[config.mk]
export PLATFORM = sky130hd
export DESIGN_NAME = mem_arbiter_flat
export DESIGN_NICKNAME = d
export VERILOG_FILES = /design/src/rtl/mem_arbiter_if.sv /design/src/rtl/mem_arbiter.sv /design/src/flat_wrapper.sv
export SDC_FILE = /design/constraint.sdc
export NUM_CORES = 1
export LEC_CHECK = 0
export BUFFER_PORTS_ARGS = -buffer_cell sky130_fd_sc_hd__buf_4
export CORE_ASPECT_RATIO = 1.25
export CORE_MARGIN = 4
export CORE_UTILIZATION = 49
export DETAILED_ROUTE_END_ITERATION = 6
export GPL_TIMING_DRIVEN = 0
export PLACE_DENSITY = 0.93
export SLEW_MARGIN = 10
export SYNTH_ARGS = -nofsm -noshare
export SYNTH_HDL_FRONTEND = slang
export SYNTH_SLANG_ARGS = --single-unit
[constraint.sdc]
create_clock -name clk -period 3.5 [get_ports clk]
set_input_delay 0.175 -clock clk [delete_from_list [all_inputs] [get_ports clk]]
set_output_delay 0.175 -clock clk [all_outputs]
set_load 0.01 [all_outputs]
[src/rtl/mem_arbiter_if.sv]
// Signal bundle around mem_arbiter: instruction-fetch and data-memory requester ports,
// the single shared memory port and the two pipeline stall requests.
interface mem_arbiter_if;
    // instruction-fetch requester (read only)
    logic        if_req;
    logic [31:0] if_addr;
    logic [31:0] if_rdata;
    logic        if_ready;

    // data-memory requester
    logic        dm_req;
    logic        dm_we;
    logic [31:0] dm_addr;
    logic [31:0] dm_wdata;
    logic [31:0] dm_rdata;
    logic        dm_ready;

    // shared memory port
    logic        mem_en;
    logic        mem_we;
    logic [31:0] mem_addr;
    logic [31:0] mem_wdata;
    logic [31:0] mem_rdata;

    // pipeline stall requests
    logic        stallF;
    logic        stallM;

    // Arbiter side.
    modport slave (
        input  if_req, if_addr,
        input  dm_req, dm_we, dm_addr, dm_wdata,
        input  mem_rdata,
        output if_rdata, if_ready,
        output dm_rdata, dm_ready,
        output mem_en, mem_we, mem_addr, mem_wdata,
        output stallF, stallM
    );

    // Environment side: requesters plus the memory.
    modport master (
        output if_req, if_addr,
        output dm_req, dm_we, dm_addr, dm_wdata,
        output mem_rdata,
        input  if_rdata, if_ready,
        input  dm_rdata, dm_ready,
        input  mem_en, mem_we, mem_addr, mem_wdata,
        input  stallF, stallM
    );
endinterface

[src/rtl/mem_arbiter.sv]
// Two-requester (IF/DM) round-robin arbiter onto one fixed-latency memory port.
// One transaction at a time: IDLE -> ISSUE -> WAIT (LAT cycles) -> DONE -> IDLE.
module mem_arbiter #(
    parameter int unsigned LAT = 2
) (
    input  logic         clk,
    input  logic         reset,
    mem_arbiter_if.slave bus
);
    typedef enum logic [1:0] {
        ST_IDLE  = 2'd0,
        ST_ISSUE = 2'd1,
        ST_WAIT  = 2'd2,
        ST_DONE  = 2'd3
    } state_t;

    typedef enum logic {
        GNT_IF = 1'b0,
        GNT_DM = 1'b1
    } gnt_t;

    localparam logic [3:0] CNT_LOAD = 4'(LAT - 1);

    state_t      state_q, state_d;
    gnt_t        gnt_q, gnt_d;
    gnt_t        lg_q, lg_d;
    logic [3:0]  cnt_q, cnt_d;
    logic [31:0] addr_q, addr_d;
    logic [31:0] wdata_q, wdata_d;
    logic        we_q, we_d;

    logic        any_req;
    logic        pick_dm;
    logic        capture;
    logic [1:0]  ready_vec;
    logic [1:0][31:0] rdata_vec;

    always_comb begin
        any_req = bus.if_req | bus.dm_req;
        // On a conflict the port that did not win last time goes next.
        pick_dm = bus.dm_req & (~bus.if_req | (lg_q == GNT_IF));
    end

    // State register
    always_ff @(posedge clk) begin
        if (!reset) begin
            state_q <= ST_IDLE;
            gnt_q   <= GNT_IF;
            lg_q    <= GNT_IF;
            cnt_q   <= '0;
            addr_q  <= '0;
            wdata_q <= '0;
            we_q    <= 1'b0;
        end else begin
            state_q <= state_d;
            gnt_q   <= gnt_d;
            lg_q    <= lg_d;
            cnt_q   <= cnt_d;
            addr_q  <= addr_d;
            wdata_q <= wdata_d;
            we_q    <= we_d;
        end
    end

    // Next-state logic; requester inputs are only looked at in IDLE.
    always_comb begin
        state_d = state_q;
        gnt_d   = gnt_q;
        lg_d    = lg_q;
        cnt_d   = cnt_q;
        addr_d  = addr_q;
        wdata_d = wdata_q;
        we_d    = we_q;
        case (state_q)
            ST_IDLE: begin
                if (any_req) begin
                    state_d = ST_ISSUE;
                    if (pick_dm) begin
                        gnt_d   = GNT_DM;
                        addr_d  = bus.dm_addr;
                        we_d    = bus.dm_we;
                        wdata_d = bus.dm_wdata;
                    end else begin
                        gnt_d   = GNT_IF;
                        addr_d  = bus.if_addr;
                        we_d    = 1'b0;
                        wdata_d = '0;
                    end
                end
            end
            ST_ISSUE: begin
                cnt_d   = CNT_LOAD;
                state_d = ST_WAIT;
            end
            ST_WAIT: begin
                if (cnt_q == '0) begin
                    state_d = ST_DONE;
                end else begin
                    cnt_d = cnt_q - 4'd1;
                end
            end
            ST_DONE: begin
                lg_d    = gnt_q;
                state_d = ST_IDLE;
            end
            default: state_d = ST_IDLE;
        endcase
    end

    // Outputs
    always_comb begin
        bus.mem_en = 1'b0;
        bus.mem_we = 1'b0;
        capture    = 1'b0;
        ready_vec  = '0;
        case (state_q)
            ST_ISSUE: begin
                bus.mem_en = 1'b1;
                bus.mem_we = we_q;
            end
            ST_WAIT:  capture = (cnt_q == '0) & ~we_q;
            ST_DONE:  ready_vec[gnt_q] = 1'b1;
            default: ;
        endcase
        bus.mem_addr  = addr_q;
        bus.mem_wdata = wdata_q;
        bus.if_ready  = ready_vec[0];
        bus.dm_ready  = ready_vec[1];
        bus.if_rdata  = rdata_vec[0];
        bus.dm_rdata  = rdata_vec[1];
        bus.stallF    = bus.if_req & ~ready_vec[0];
        bus.stallM    = bus.dm_req & ~ready_vec[1];
    end

    // Per-port read-data holding registers (0 = IF, 1 = DM); writes leave them alone.
    for (genvar gi = 0; gi < 2; gi++) begin : g_port
        logic [31:0] rdata_q, rdata_d;

        always_comb begin
            rdata_d = rdata_q;
            if (capture && (gnt_q == ((gi == 1) ? GNT_DM : GNT_IF))) begin
                rdata_d = bus.mem_rdata;
            end
        end

        always_ff @(posedge clk) begin
            if (!reset) begin
                rdata_q <= '0;
            end else begin
                rdata_q <= rdata_d;
            end
        end

        assign rdata_vec[gi] = rdata_q;
    end
endmodule

[src/flat_wrapper.sv]
// flat-port wrapper written by rule: the top's interface ports become plain ports
module mem_arbiter_flat 
#(
    parameter int unsigned LAT = 2
)
  (clk, reset, bus_if_req, bus_if_addr, bus_dm_req, bus_dm_we, bus_dm_addr, bus_dm_wdata, bus_mem_rdata, bus_if_rdata, bus_if_ready, bus_dm_rdata, bus_dm_ready, bus_mem_en, bus_mem_we, bus_mem_addr, bus_mem_wdata, bus_stallF, bus_stallM);
  mem_arbiter_if bus_i ();
  input  logic clk;
  input  logic reset;
  input wire logic [$bits(bus_i.if_req)-1:0] bus_if_req;
  input wire logic [$bits(bus_i.if_addr)-1:0] bus_if_addr;
  input wire logic [$bits(bus_i.dm_req)-1:0] bus_dm_req;
  input wire logic [$bits(bus_i.dm_we)-1:0] bus_dm_we;
  input wire logic [$bits(bus_i.dm_addr)-1:0] bus_dm_addr;
  input wire logic [$bits(bus_i.dm_wdata)-1:0] bus_dm_wdata;
  input wire logic [$bits(bus_i.mem_rdata)-1:0] bus_mem_rdata;
  output wire logic [$bits(bus_i.if_rdata)-1:0] bus_if_rdata;
  output wire logic [$bits(bus_i.if_ready)-1:0] bus_if_ready;
  output wire logic [$bits(bus_i.dm_rdata)-1:0] bus_dm_rdata;
  output wire logic [$bits(bus_i.dm_ready)-1:0] bus_dm_ready;
  output wire logic [$bits(bus_i.mem_en)-1:0] bus_mem_en;
  output wire logic [$bits(bus_i.mem_we)-1:0] bus_mem_we;
  output wire logic [$bits(bus_i.mem_addr)-1:0] bus_mem_addr;
  output wire logic [$bits(bus_i.mem_wdata)-1:0] bus_mem_wdata;
  output wire logic [$bits(bus_i.stallF)-1:0] bus_stallF;
  output wire logic [$bits(bus_i.stallM)-1:0] bus_stallM;
  assign bus_i.if_req = bus_if_req;
  assign bus_i.if_addr = bus_if_addr;
  assign bus_i.dm_req = bus_dm_req;
  assign bus_i.dm_we = bus_dm_we;
  assign bus_i.dm_addr = bus_dm_addr;
  assign bus_i.dm_wdata = bus_dm_wdata;
  assign bus_i.mem_rdata = bus_mem_rdata;
  assign bus_if_rdata = bus_i.if_rdata;
  assign bus_if_ready = bus_i.if_ready;
  assign bus_dm_rdata = bus_i.dm_rdata;
  assign bus_dm_ready = bus_i.dm_ready;
  assign bus_mem_en = bus_i.mem_en;
  assign bus_mem_we = bus_i.mem_we;
  assign bus_mem_addr = bus_i.mem_addr;
  assign bus_mem_wdata = bus_i.mem_wdata;
  assign bus_stallF = bus_i.stallF;
  assign bus_stallM = bus_i.stallM;
  mem_arbiter #(.LAT(LAT)) u_core (.clk(clk), .reset(reset), .bus(bus_i));
endmodule
# After elaboration in Yosys (flattened, before gate mapping)
# Index checks and enable logic that the tools add are counted.
dict set report op_classes {
  mul 0
  n_mux 15
  n_addsub 1
  n_eq_ne 6
  div_mod_pow 0
  n_lt_le_gt_ge 2
  n_bitwise 12
  reduce_logical 9
  shift 0
}
# cell count
set ops {}
lappend ops {{2-to-1 mux 32 bit} 2}
lappend ops {{case mux 2 bit (4 select lines)} 1}
lappend ops {{case mux 4 bit (2 select lines)} 1}
lappend ops {{2-to-1 mux 1 bit} 6}
lappend ops {{2-to-1 mux 2 bit} 3}
lappend ops {{inverter 1 bit} 6}
lappend ops {{AND reduction 2 bit} 3}
lappend ops {{bitwise AND 1 bit} 4}
lappend ops {{== test 2 bit (second input constant)} 2}
lappend ops {{zero test 4 bit} 1}
lappend ops {{2-to-1 mux 4 bit} 1}
lappend ops {{inequality test 2 x 1 -> 1 bit (second input constant)} 2}
lappend ops {{subtractor 4 x 1 -> 4 bit (second input constant)} 1}
lappend ops {{logical AND 1 bit} 3}
lappend ops {{== test 2 x 1 -> 1 bit (second input constant)} 1}
lappend ops {{zero test 2 bit} 1}
lappend ops {{< comparator 1 x 2 -> 1 bit (second input constant)} 1}
lappend ops {{inequality test 2 bit (second input constant)} 1}
lappend ops {{bitwise OR 1 bit} 2}
lappend ops {{nonzero test 2 bit} 1}
lappend ops {{demux 1 bit (select 1 bit)} 1}
lappend ops {{greater-or-equal comparator 1 bit (second input constant)} 1}
dict set report totals {
  regBits 137
  mem_bits_rw 0
  out_inout_bits 134
  mem_bits_ro 0
  inputBits 133
  n_memories 0
  latch_bits 0
}

# Longest topological paths before layout
# Gate-level depths: netlist of the first run.
dict set report logic_depth {
  ltp_word 7
  mapped_depth 8
}

# Least setup slack after synthesis of the first run
# OpenSTA, ideal clock, no wires.
dict set report synth_timing {
  kind {reg2reg}
  start {reg u_core.cnt_q[0]}
  end {reg u_core.g_port[1].rdata_q[10], in the netlist u_core.bus.dm_rdata[10]}
  n_path_buf 3
  path_slack_ps 1584
  path_stages_with_launch 9
  synth_period_minus_slack_ps 1916
  arrival_time_ps 1798
  cell_sequence {dfxtp_1 inv_1 ha_1 or3b_1 buf_6 or4_4 buf_6 buf_12 mux2i_1}
}
dict set report synth_between {
  elab_chain_cells 4
}
# element line
set synth_rtl {}
lappend synth_rtl {{start: declaration} mem_arbiter.sv:27} ;# logic [3:0] cnt_q, cnt_d;
lappend synth_rtl {{start signal: assignment} mem_arbiter.sv:58} ;# cnt_q <= cnt_d;
lappend synth_rtl {{zero test 4 bit} mem_arbiter.sv:121} ;# ST_WAIT: capture = (cnt_q == '0) & ~we_q;
lappend synth_rtl {{bitwise AND 1 bit} mem_arbiter.sv:121}
lappend synth_rtl {{2-to-1 mux 1 bit} mem_arbiter.sv:116} ;# case (state_q)
lappend synth_rtl {{logical AND 1 bit} mem_arbiter.sv:141} ;# if (capture && (gnt_q == ((gi == 1) ? GNT_DM : GNT_IF))) begin
lappend synth_rtl {{end signal: assignment} mem_arbiter.sv:150} ;# rdata_q <= rdata_d;
lappend synth_rtl {{end: declaration} mem_arbiter.sv:137} ;# logic [31:0] rdata_q, rdata_d;
# Every way passes these cells.
# A chain may end at the register's enable or synchronous reset.

# Worst setup path in the final report of the first run
dict set report layout_timing {
  start {reg u_core.state_q[0]}
  end {reg u_core.addr_q[29], in the netlist u_core.bus.mem_addr[29]}
}
dict set report layout_between {
  elab_chain_cells 2
}
# element line
set layout_rtl {}
lappend layout_rtl {{start: declaration} mem_arbiter.sv:24} ;# state_t state_q, state_d;
lappend layout_rtl {{start signal: assignment} mem_arbiter.sv:55} ;# state_q <= state_d;
lappend layout_rtl {{zero test 2 bit} mem_arbiter.sv:74} ;# case (state_q)
lappend layout_rtl {{AND reduction 2 bit (no source line)} --}
lappend layout_rtl {{end signal: assignment} mem_arbiter.sv:59} ;# addr_q <= addr_d;
lappend layout_rtl {{end: declaration} mem_arbiter.sv:28} ;# logic [31:0] addr_q, addr_d;
# Every way passes these cells.

==> results of run 1 <==
[stage by stage]
stage / setup slack, ns / power (W)
floorplan: 1.58 / 0.00294
global placement: 1.42 / 0.00369
detailed placement: 1.38 / 0.00373
CTS: 1.33 / 0.00550
global route: 1.10 / 0.00575
finish: 1.37 / 0.00547
[power by group through the flow]
stage / clock, W / sequential (W) / combinational [W]
after floorplan: 0 / 0.00213 / 0.000814
after global placement: 0 / 0.00203 / 0.00166
after detailed placement: 0 / 0.00203 / 0.00169
after CTS: 0.00178 / 0.00201 / 0.00171
after global routing: 0.00186 / 0.00204 / 0.00185
final: 0.00175 / 0.00201 / 0.00170
[state kept, by name (all words and copies together), names as in the netlist]
register              cells
u_core.bus.dm_rdata      32
u_core.bus.if_rdata      32
u_core.bus.mem_addr      32
u_core.bus.mem_wdata     32
u_core.cnt_q              4
u_core.gnt_q              1
u_core.lg_q               1
u_core.state_q            2
u_core.we_q               1
[routing by layer]
metal	up-vias	GRT usage, %	part of all wire (%)
li1	2524	-	-
met1	2429	28.3	36
met2	223	46.8	53
met3	29	7.74	8.5
met4	0	8.26	1.9
met5	-	0	0
[worst max-delay path: stages (launching register included)]
cell      delay, ns
dfxtp_1        0.32
inv_1          0.13
ha_1           0.16
clkbuf_1       0.32
o21a_1         0.18
clkbuf_1       0.30
clkbuf_1       0.36
o21ai_0        0.13
a21oi_1        0.15
[worst paths after layout]
kind,end,from,slack [ns]
worst max register to register,u_core.bus.mem_addr[29]$_SDFFE_PN0P_,u_core.state_q[0]$_SDFFE_PN0P_,1.37
worst min register to register,u_core.bus.if_rdata[6]$_SDFFE_PN0P_,u_core.bus.if_rdata[6]$_SDFFE_PN0P_,0.46
worst min-delay path,u_core.bus.mem_wdata[14]$_SDFFE_PN0P_,bus_dm_wdata[14],0.02
worst max-delay path,u_core.bus.mem_addr[29]$_SDFFE_PN0P_,u_core.state_q[0]$_SDFFE_PN0P_,1.37
[synthesized netlist by cell type (3+ instances only)]
cell type	number	area (um2)
buf_2	5	25.0
inv_1	8	30.0
nand3_1	4	20.0
a21oi_1	35	175
buf_1	4	15.0
nor2b_1	3	18.8
buf_12	3	60.1
clkbuf_1	35	131
ha_1	7	87.6
mux2i_1	99	991
a32oi_1	33	289
o21ai_0	32	160
nand2_1	98	368
dfxtp_1	137	2740
nor2_1	36	135
[final cells by class]
type                       count  share of cell area (%)
clock buffer                  18                    5.37
multi-input combinational    367                    29.5
inverter                       8                   0.367
tap                          132                    2.02
clock inverter                14                    1.79
sequential                   137                    33.5
timing repair buffer         265                    24.3
buffer                        49                    3.11
[cell families after synthesis]
logic type	count (synthesis)	synth area share [%]
AND/OR/NAND/NOR	152	11.7
flip-flops	137	50.5
AO/OA/AOI/OAI	109	12.8
multiplexers	99	18.2
buffers and inverters	57	5.23
adder cells (fa/ha/maj)	7	1.61
==> out/results.tsv, run 1 <==
stage	metric	value	unit
route	# DRC	0	
flow_run	max-cap violations	0	
place	hpwl dp	12900	um
sta	fin crit period	2.13	ns
die	Die Area	0.0129	mm2
sta	skew final	0.00725	ns
logic_synthesis	asr flop ratio synth	0	%
global_routing	initial antenna violation count	0	
cts	post-cts sizing count	0	
place	Placed Area	0.00759	mm2
die	Die H	126	um
cts	clock buffer count from CTS	17	
layout	Non-Filler Instances	990	
route	WL final	16800	um
logic_synthesis	Unique masters post-synth	35	
route	via count	5205	
outcome	run status	finished, final reports clean	
setup_path	Worst EP required	3.83	ns
cts	clock sinks	137	
setup_path	CP max FO	10	
sta	final hold vios	0	
sta	Worst Tran Pin Value	0.745	ns
die	I/O pin total	267	
sta	fmax	0.469	GHz
power	Gate power share	31.1	%
layout	most common cell after layout, fill and taps aside	buf_4	
logic_synthesis	Syn Area/Cell	9.69	um2
setup_path	startpoint types	register	
die	initial core utilization	50.7	%
power	maximum VDD drop	0.376	mV
cts	clock-pin slew on the worst setup and hold paths	0.06	ns
power	Clock Power Share	32.1	%
logic_synthesis	Ys Warns	0	
route	DRT iter0 DRCs	282	
global_routing	total gr overflow	0	
logic_synthesis	ys flop type	dfxtp_1	
die	FP Rows	42	
cts	TritonCTS clock tree	built	
layout	post-route cell area	0.00818	mm2
place	Placer Congestion	0.834	
cts	cts hold-fix bufs	0	
layout	Sequential Area	0.00274	mm2
setup_path	cell depth of the worst flop-to-flop path	8	
sta	setup_tns	0	ns
sta	Final Setup Violations	0	
global_routing	largest net degree at the start of global routing	17	
place	port buffer count	265	
route	WL per Instance	17.0	um
power	P_sw	0.00178	W
power	Seq pwr share	36.8	%
cts	H-tree depth	4	
cts	CTS root buffer	clkbuf_16	
setup_path	critical path class	reg -> reg	
layout	ant diodes	0	
cts	postcts setup bufs	0	
layout	most frequent cells in the layout	buf_4, dfxtp_1, mux2i_1	
global_routing	first-pass GRT wire length	26500	um
logic_synthesis	register area share after synthesis	50.5	%
sta	Slew Limit Headroom	50.3	%
worst_hold_path	hold path depth	3	
sta	setup repair after global routing missed its margin	no	
sta	max-slew violations	0	
route	Final ANT Viol Nets	0	
logic_synthesis	Post-Syn Area	0.00544	mm2
sta	Fin Hold WS	0.0217	ns
layout	Filler cells	750	
layout	layout cell share with drive strength beyond 1	36.4	%
power	Power Dens Cells	669	mW/mm2
power	Sw Ratio	32.5	%
logic_synthesis	FF+latch count, synth	137	
sta	fin crit share	60.9	%
die	core area	0.0107	mm2
layout	Core Util, Final	76.3	%
logic_synthesis	Cells after Synth	561	
cts	clock latency on the worst-skew pair	0.41	ns
power	Lkg Pwr	3.91	nW
cts	CTS max path bufs	2	
logic_synthesis	EDFF count, synth	0	
global_routing	vias in the first global route	5353	
die	die width	102	um
setup_path	Crit. End Element	register	
layout	nets	985	
power	Internal	0.00369	W
route	Vias per Instance	5.26	
place	Placed Cells	958	
layout	Area growth, synth to finish	50.4	%
route	DR pass1 iterations	4	
layout	Multi-input gate area	0.00241	mm2
global_routing	gr usage total	25.9	%
logic_synthesis	syn_nets	701	
setup_path	Critical Path AT	2.46	ns
worst_hold_path	Worst Hold Class	in -> reg	
Power figures use the tool's default switching activity.
==> inputs of run 2 (changes only) <==
--- a/config.mk
+++ b/config.mk
@@ -8,10 +8,10 @@
 export BUFFER_PORTS_ARGS = -buffer_cell sky130_fd_sc_hd__buf_4
 export CORE_ASPECT_RATIO = 1.25
 export CORE_MARGIN = 4
-export CORE_UTILIZATION = 49
+export CORE_UTILIZATION = 46
 export DETAILED_ROUTE_END_ITERATION = 6
 export GPL_TIMING_DRIVEN = 0
-export PLACE_DENSITY = 0.93
+export PLACE_DENSITY = 0.88
 export SLEW_MARGIN = 10
 export SYNTH_ARGS = -nofsm -noshare
 export SYNTH_HDL_FRONTEND = slang
==> constraint.sdc (replaced) <==
create_clock -name clk -period 2.1 [get_ports clk]
set_input_delay 0.105 -clock clk [delete_from_list [all_inputs] [get_ports clk]]
set_output_delay 0.105 -clock clk [all_outputs]
set_load 0.01 [all_outputs]
==> run 2 against run 1 <==
Clock power rose by 77%. Clock-buffer cell count rose by 1. Setup slack got worse by 1.3 ns. Combinational power rose by 99%. Non-clock buffer count rose by 117. Die area rose by 6.1%. Final cell count rose by 15%. Critical path depth did not move. Flip-flop and latch count did not move.
==> out/results.tsv, run 2 (same netlist as run 1, synthesis figures left out) <==
stage	metric	value	unit
sta	Fin Hold WS	0.0189	ns
flow_run	max-cap violations	0	
place	hpwl dp	13800	um
setup_path	Buf+Inv Stages, Crit Path	4	
die	initial core utilization	46.8	%
global_routing	gr usage total	33.8	%
die	Die Area	0.0136	mm2
cts	clock buffer count from CTS	17	
sta	Worst Setup Slack, final	0.0524	ns
layout	post-route cell area	0.00945	mm2
global_routing	first-pass GRT wire length	35800	um
place	Placed Cells	987	
power	maximum VDD drop	0.555	mV
place	pre-CTS WS	-0.0926	ns
power	Seq pwr share	34.5	%
setup_path	crit-path cells	inv_4 > ha_1 > or3b_1 > buf_6 > or4_4 > buf_8 > buf_12 > mux2i_4	
route	DR pass1 iterations	5	
die	I/O pin total	267	
setup_path	CP peak stage delay	0.42	ns
power	Internal	0.00656	W
outcome	run status	finished, final reports clean	
layout	most frequent cells in the layout	buf_4, dfxtp_1, dlygate4sd3_1	
setup_path	Worst EP required	2.40	ns
cts	H-tree depth	4	
layout	ant diodes	0	
sta	Slew Limit Headroom	48.7	%
cts	clock latency on the worst-skew pair	0.42	ns
sta	max-slew violations	0	
setup_path	Critical Path AT	2.34	ns
global_routing	total gr overflow	0	
layout	layout cell share with drive strength beyond 1	34.1	%
layout	Non-Filler Instances	1136	
sta	fin crit period	2.05	ns
route	Vias per Instance	5.49	
sta	Final Setup Violations	0	
power	Power Dens Cells	1050	mW/mm2
layout	nets	1102	
power	Sw Ratio	33.7	%
route	WL final	23800	um
route	WL per Instance	20.9	um
cts	TritonCTS clock tree	built	
global_routing	initial antenna violation count	0	
cts	clock-pin slew on the worst setup and hold paths	0.06	ns
sta	final hold vios	0	
setup_path	family with the most delay on the worst path	simple AND/OR/NAND/NOR gates	
layout	Area growth, synth to finish	73.9	%
place	Placer Congestion	0.825	
power	P_sw	0.00333	W
power	Lkg Pwr	4.46	nW
sta	skew final	0.0147	ns
worst_hold_path	Worst Hold Class	in -> reg	
setup_path	critical path's slowest cell	or4_4	
place	Placed Area	0.00763	mm2
die	FP Rows	44	
die	die width	105	um
place	port buffer count	265	
power	Tot Pwr	0.00990	W
global_routing	vias in the first global route	6515	
setup_path	startpoint types	register	
sta	Worst Tran Pin Value	0.769	ns
die	core area	0.0116	mm2
global_routing	largest net degree at the start of global routing	17	
sta	fin crit share	97.5	%
die	Die H	130	um
route	via count	6235	
cts	CTS root buffer	clkbuf_16	
route	Final ANT Viol Nets	0	
sta	fmax	0.488	GHz
setup_path	CP max FO	6	
setup_path	critical path class	reg -> reg	
layout	most common cell after layout, fill and taps aside	buf_4	
route	# DRC	0	
cts	CTS max path bufs	2	
power	Gate power share	34.1	%
setup_path	Crit. End Element	register	
cts	clock sinks	137	
route	DRT iter0 DRCs	361	
power	Clock Power Share	31.4	%
==> run 2: worst paths after layout <==
kind                                       startpoint                                    to  slack, ns  depth (start not counted)
setup / recovery         u_core.cnt_q[0]$_SDFFE_PN0P_  u_core.bus.dm_rdata[12]$_SDFFE_PN0P_       0.05                          8
hold / removal                      bus_mem_rdata[13]  u_core.bus.dm_rdata[13]$_SDFFE_PN0P_       0.02                          3
setup reg to reg         u_core.cnt_q[0]$_SDFFE_PN0P_  u_core.bus.dm_rdata[12]$_SDFFE_PN0P_       0.05                          8
hold reg to reg   u_core.bus.if_rdata[8]$_SDFFE_PN0P_   u_core.bus.if_rdata[8]$_SDFFE_PN0P_       0.46                          2
==> run 2: metal layers <==
| layer | vias to the layer above | wire [um] | global-route usage, % |
|---|---|---|---|
| met5 | - | 0 | 0 |
| met3 | 82 | 2340 | 12.1 |
| li1 | 2764 | - | - |
| met2 | 457 | 12000 | 59.9 |
| met4 | 0 | 897 | 15.2 |
| met1 | 2932 | 8560 | 36.3 |
==> run 2: power groups by stage <==
stage	clock network, W	registers (W)	logic, W
after floorplan	0	0.00355	0.00136
after global placement	0	0.00339	0.00280
after detailed placement	0	0.00339	0.00285
after CTS	0.00311	0.00335	0.00305
after global routing	0.00325	0.00345	0.00361
final	0.00310	0.00342	0.00338
==> run 2: cell type report <==
cell class,count,area (um2)
clock inverters,13,165
fillers,612,2170
multi-input cells,367,2420
repair buffers,384,3170
well taps,161,201
plain buffers,47,268
inverters,8,32.5
flip-flops and latches,137,2750
clock buffers,19,443
==> run 2: timing repair <==
| item | 4_1_cts | 5_1_grt |
|---|---|---|
| setup endpoints to repair | 38 | 79 |
| cloned | 0 | 1 |
| pin swaps | 0 | 1 |
| buffers inserted | 0 | 10 |
| hold endpoints to repair | 105 | 0 |
| gates resized for setup | 3 | 20 |
| hold buffers | 108 | 0 |
==> run 2: worst reg2reg max path, stage by stage (launching register included) <==
cell and delay (ns):
dfxtp_4 0.36, inv_4 0.05, ha_1 0.13, or3b_1 0.35, buf_6 0.14, or4_4 0.42
buf_8 0.17, buf_12 0.14, mux2i_4 0.18
==> run 2: metrics by stage <==
step,TNS [ns],util [%]
after detailed placement,-1.75,65.7
after floorplan,0,-
final,0,81.4
after CTS,0,80.2
after global placement,-0.254,65.7
after global routing,-0.0143,81.4
==> inputs of run 3 (changes only) <==
--- a/config.mk
+++ b/config.mk
@@ -12,6 +12,7 @@
 export DETAILED_ROUTE_END_ITERATION = 6
 export GPL_TIMING_DRIVEN = 0
 export PLACE_DENSITY = 0.88
+export RECOVER_POWER = 100
 export SLEW_MARGIN = 10
 export SYNTH_ARGS = -nofsm -noshare
 export SYNTH_HDL_FRONTEND = slang
==> run 3 against run 2 <==
Routed wire length up 0.75%. Fmax down 0.17%. Final cell count unchanged. Highest routed layer unchanged. Register-to-register slack about the same. Clock skew up 0.00072 ns. Critical endpoint unchanged. Core utilization down 4.3 points. Setup slack worse by 0.0034 ns.
==> out/results.tsv, run 3 (same netlist as run 1, synthesis figures left out) <==
stage	metric	value	unit
outcome	run status	finished, final reports clean	
sta	Fin Hold WS	0.0167	ns
cts	clock-pin slew on the worst setup and hold paths	0.06	ns
die	initial core utilization	46.8	%
worst_hold_path	hold path depth	3	
layout	post-route cell area	0.00895	mm2
setup_path	startpoint types	register	
worst_hold_path	Hold Path End	u_core.bus.dm_rdata[13]$_SDFFE_PN0P_	
flow_run	max-cap violations	0	
layout	Core Util, Final	77.1	%
layout	ant diodes	0	
setup_path	RR Startpoint	u_core.cnt_q[0]$_SDFFE_PN0P_	
die	core area	0.0116	mm2
layout	Area growth, synth to finish	64.8	%
setup_path	Critical Path AT	2.35	ns
route	Final ANT Viol Nets	0	
setup_path	critical path's slowest cell	or4_4	
cts	H-tree depth	4	
setup_path	Worst EP required	2.40	ns
setup_path	critical path class	reg -> reg	
route	WL final	24000	um
place	Placer Congestion	0.825	
layout	nets	1102	
global_routing	largest net degree at the start of global routing	17	
route	DRT met1 WL	8610	um
sta	Worst Tran Pin Value	0.784	ns
route	met3 WL	2450	um
route	routed wl met2	12000	um
layout	Filler cells	794	
sta	skew final	0.0154	ns
route	DRT iter0 DRCs	409	
route	via count	6231	
place	port buffer count	265	
layout	most frequent cells in the layout	clkbuf_1, buf_4, dfxtp_1	
sta	fin crit period	2.05	ns
sta	Final Setup Violations	0	
setup_path	crit-path cells	inv_4 > ha_1 > or3b_1 > buf_6 > or4_4 > buf_8 > buf_12 > mux2i_4	
sta	Slew Limit Headroom	47.7	%
power	Lkg Pwr	3.91	nW
die	FP Rows	44	
cts	TritonCTS clock tree	built	
setup_path	cell depth of the worst flop-to-flop path	8	
die	Die H	130	um
cts	CTS max path bufs	2	
power	Power Dens Cells	1070	mW/mm2
global_routing	initial antenna violation count	0	
worst_hold_path	Worst Hold Class	in -> reg	
layout	layout cell share with drive strength beyond 1	20.5	%
place	hpwl dp	13800	um
place	Placed Cells	987	
route	Vias per Instance	5.49	
die	die width	105	um
setup_path	CP max FO	6	
setup_path	R2R setup slack	0.05	ns
worst_hold_path	hold path start	bus_mem_rdata[13]	
cts	clock buffer count from CTS	17	
sta	final hold vios	0	
global_routing	gr usage total	33.8	%
sta	fmax	0.488	GHz
route	WL per Instance	21.1	um
sta	setup_tns	0	ns
global_routing	total gr overflow	0	
die	Die Area	0.0136	mm2
die	I/O pin total	267	
setup_path	FF-to-FF End	u_core.bus.dm_rdata[12]$_SDFFE_PN0P_	
setup_path	CP peak stage delay	0.42	ns
cts	CTS root buffer	clkbuf_16	
route	DR top layer	met4	
sta	fin crit share	97.7	%
global_routing	first-pass GRT wire length	35800	um
layout	Multi-input gate area	0.00242	mm2
cts	clock sinks	137	
cts	clock latency on the worst-skew pair	0.42	ns
place	Placed Area	0.00763	mm2
setup_path	Crit. End Element	register	
global_routing	vias in the first global route	6515	
sta	max-slew violations	0	
route	DR pass1 iterations	5	
layout	Sequential Area	0.00275	mm2
power	maximum VDD drop	0.550	mV
layout	Non-Filler Instances	1136	
layout	most common cell after layout, fill and taps aside	clkbuf_1	
route	# DRC	0	
## run 3: cell types whose count changed in the layout (fill, tap and decap cells not counted)
cell	previous run	this run
and2_0	0	2
buf_2	2	1
clkbuf_1	29	162
clkbuf_2	5	6
buf_1	4	3
buf_4	276	144
and2_1	2	0
## run 3: layer usage
layer,global-route usage (%),up-vias
li1,-,2761
met1,36.3,2934
met2,59.9,448
met3,12.1,88
met4,15.2,0
met5,0,-
## run 3: metrics by stage
step	setup slack [ns]	total power [W]
6_report	0.0490	0.00956
5_1_grt	-0.0124	0.00995
4_1_cts	0.00492	0.00950
3_5_place_dp	-0.0926	0.00624
3_3_place_gp	-0.0211	0.00619
2_1_floorplan	0.184	0.00490
## run 3: report_power, final
| part | switching (W) | internal [W] | total, W |
|---|---|---|---|
| Sequential | 0.000326 | 0.00308 | 0.00340 |
| Combinational | 0.00181 | 0.00123 | 0.00304 |
| Clock | 0.00120 | 0.00191 | 0.00311 |
## run 3: layout make-up
cell class	instances	area share (%)
buffer	47	2.99
sequential	137	30.7
tap	161	2.25
multi-input combinational	367	27.1
clock buffer	19	4.95
timing repair buffer	384	29.9
clock inverter	13	1.84
inverter	8	0.363
## run 3: timing repair
action | CTS | global route
hold buffers | 108 | 0
resized for setup | 3 | 20
pin swaps | 0 | 1
buffers inserted | 0 | 10
setup endpoints to repair | 38 | 79
cloned | 0 | 1
endpoints found under the hold margin | 105 | 0
## run 3: how the worst max path moves through the flow
stage / from / to / slack, ns / depth (start not counted)
floorplan: u_core.cnt_q[0]$_SDFFE_PN0P_ / u_core.bus.dm_rdata[10]$_SDFFE_PN0P_ / 0.18 / 8
global placement: u_core.state_q[0]$_SDFFE_PN0P_ / u_core.bus.mem_addr[22]$_SDFFE_PN0P_ / -0.02 / 8
detailed placement: u_core.state_q[0]$_SDFFE_PN0P_ / u_core.bus.mem_addr[13]$_SDFFE_PN0P_ / -0.09 / 8
CTS: u_core.cnt_q[0]$_SDFFE_PN0P_ / u_core.bus.if_rdata[2]$_SDFFE_PN0P_ / 0.005 / 7
global route: u_core.cnt_q[0]$_SDFFE_PN0P_ / u_core.bus.if_rdata[22]$_SDFFE_PN0P_ / -0.01 / 8
finish: u_core.cnt_q[0]$_SDFFE_PN0P_ / u_core.bus.dm_rdata[12]$_SDFFE_PN0P_ / 0.05 / 8
## run 3: critical path: cells and delay by family (launching register included)
kind                     cells  cell delay [ns]
buffers and inverters        4             0.50
flip-flops                   1             0.36
adder cells (fa/ha/maj)      1             0.13
multiplexers                 1             0.18
AND/OR/NAND/NOR              2             0.77
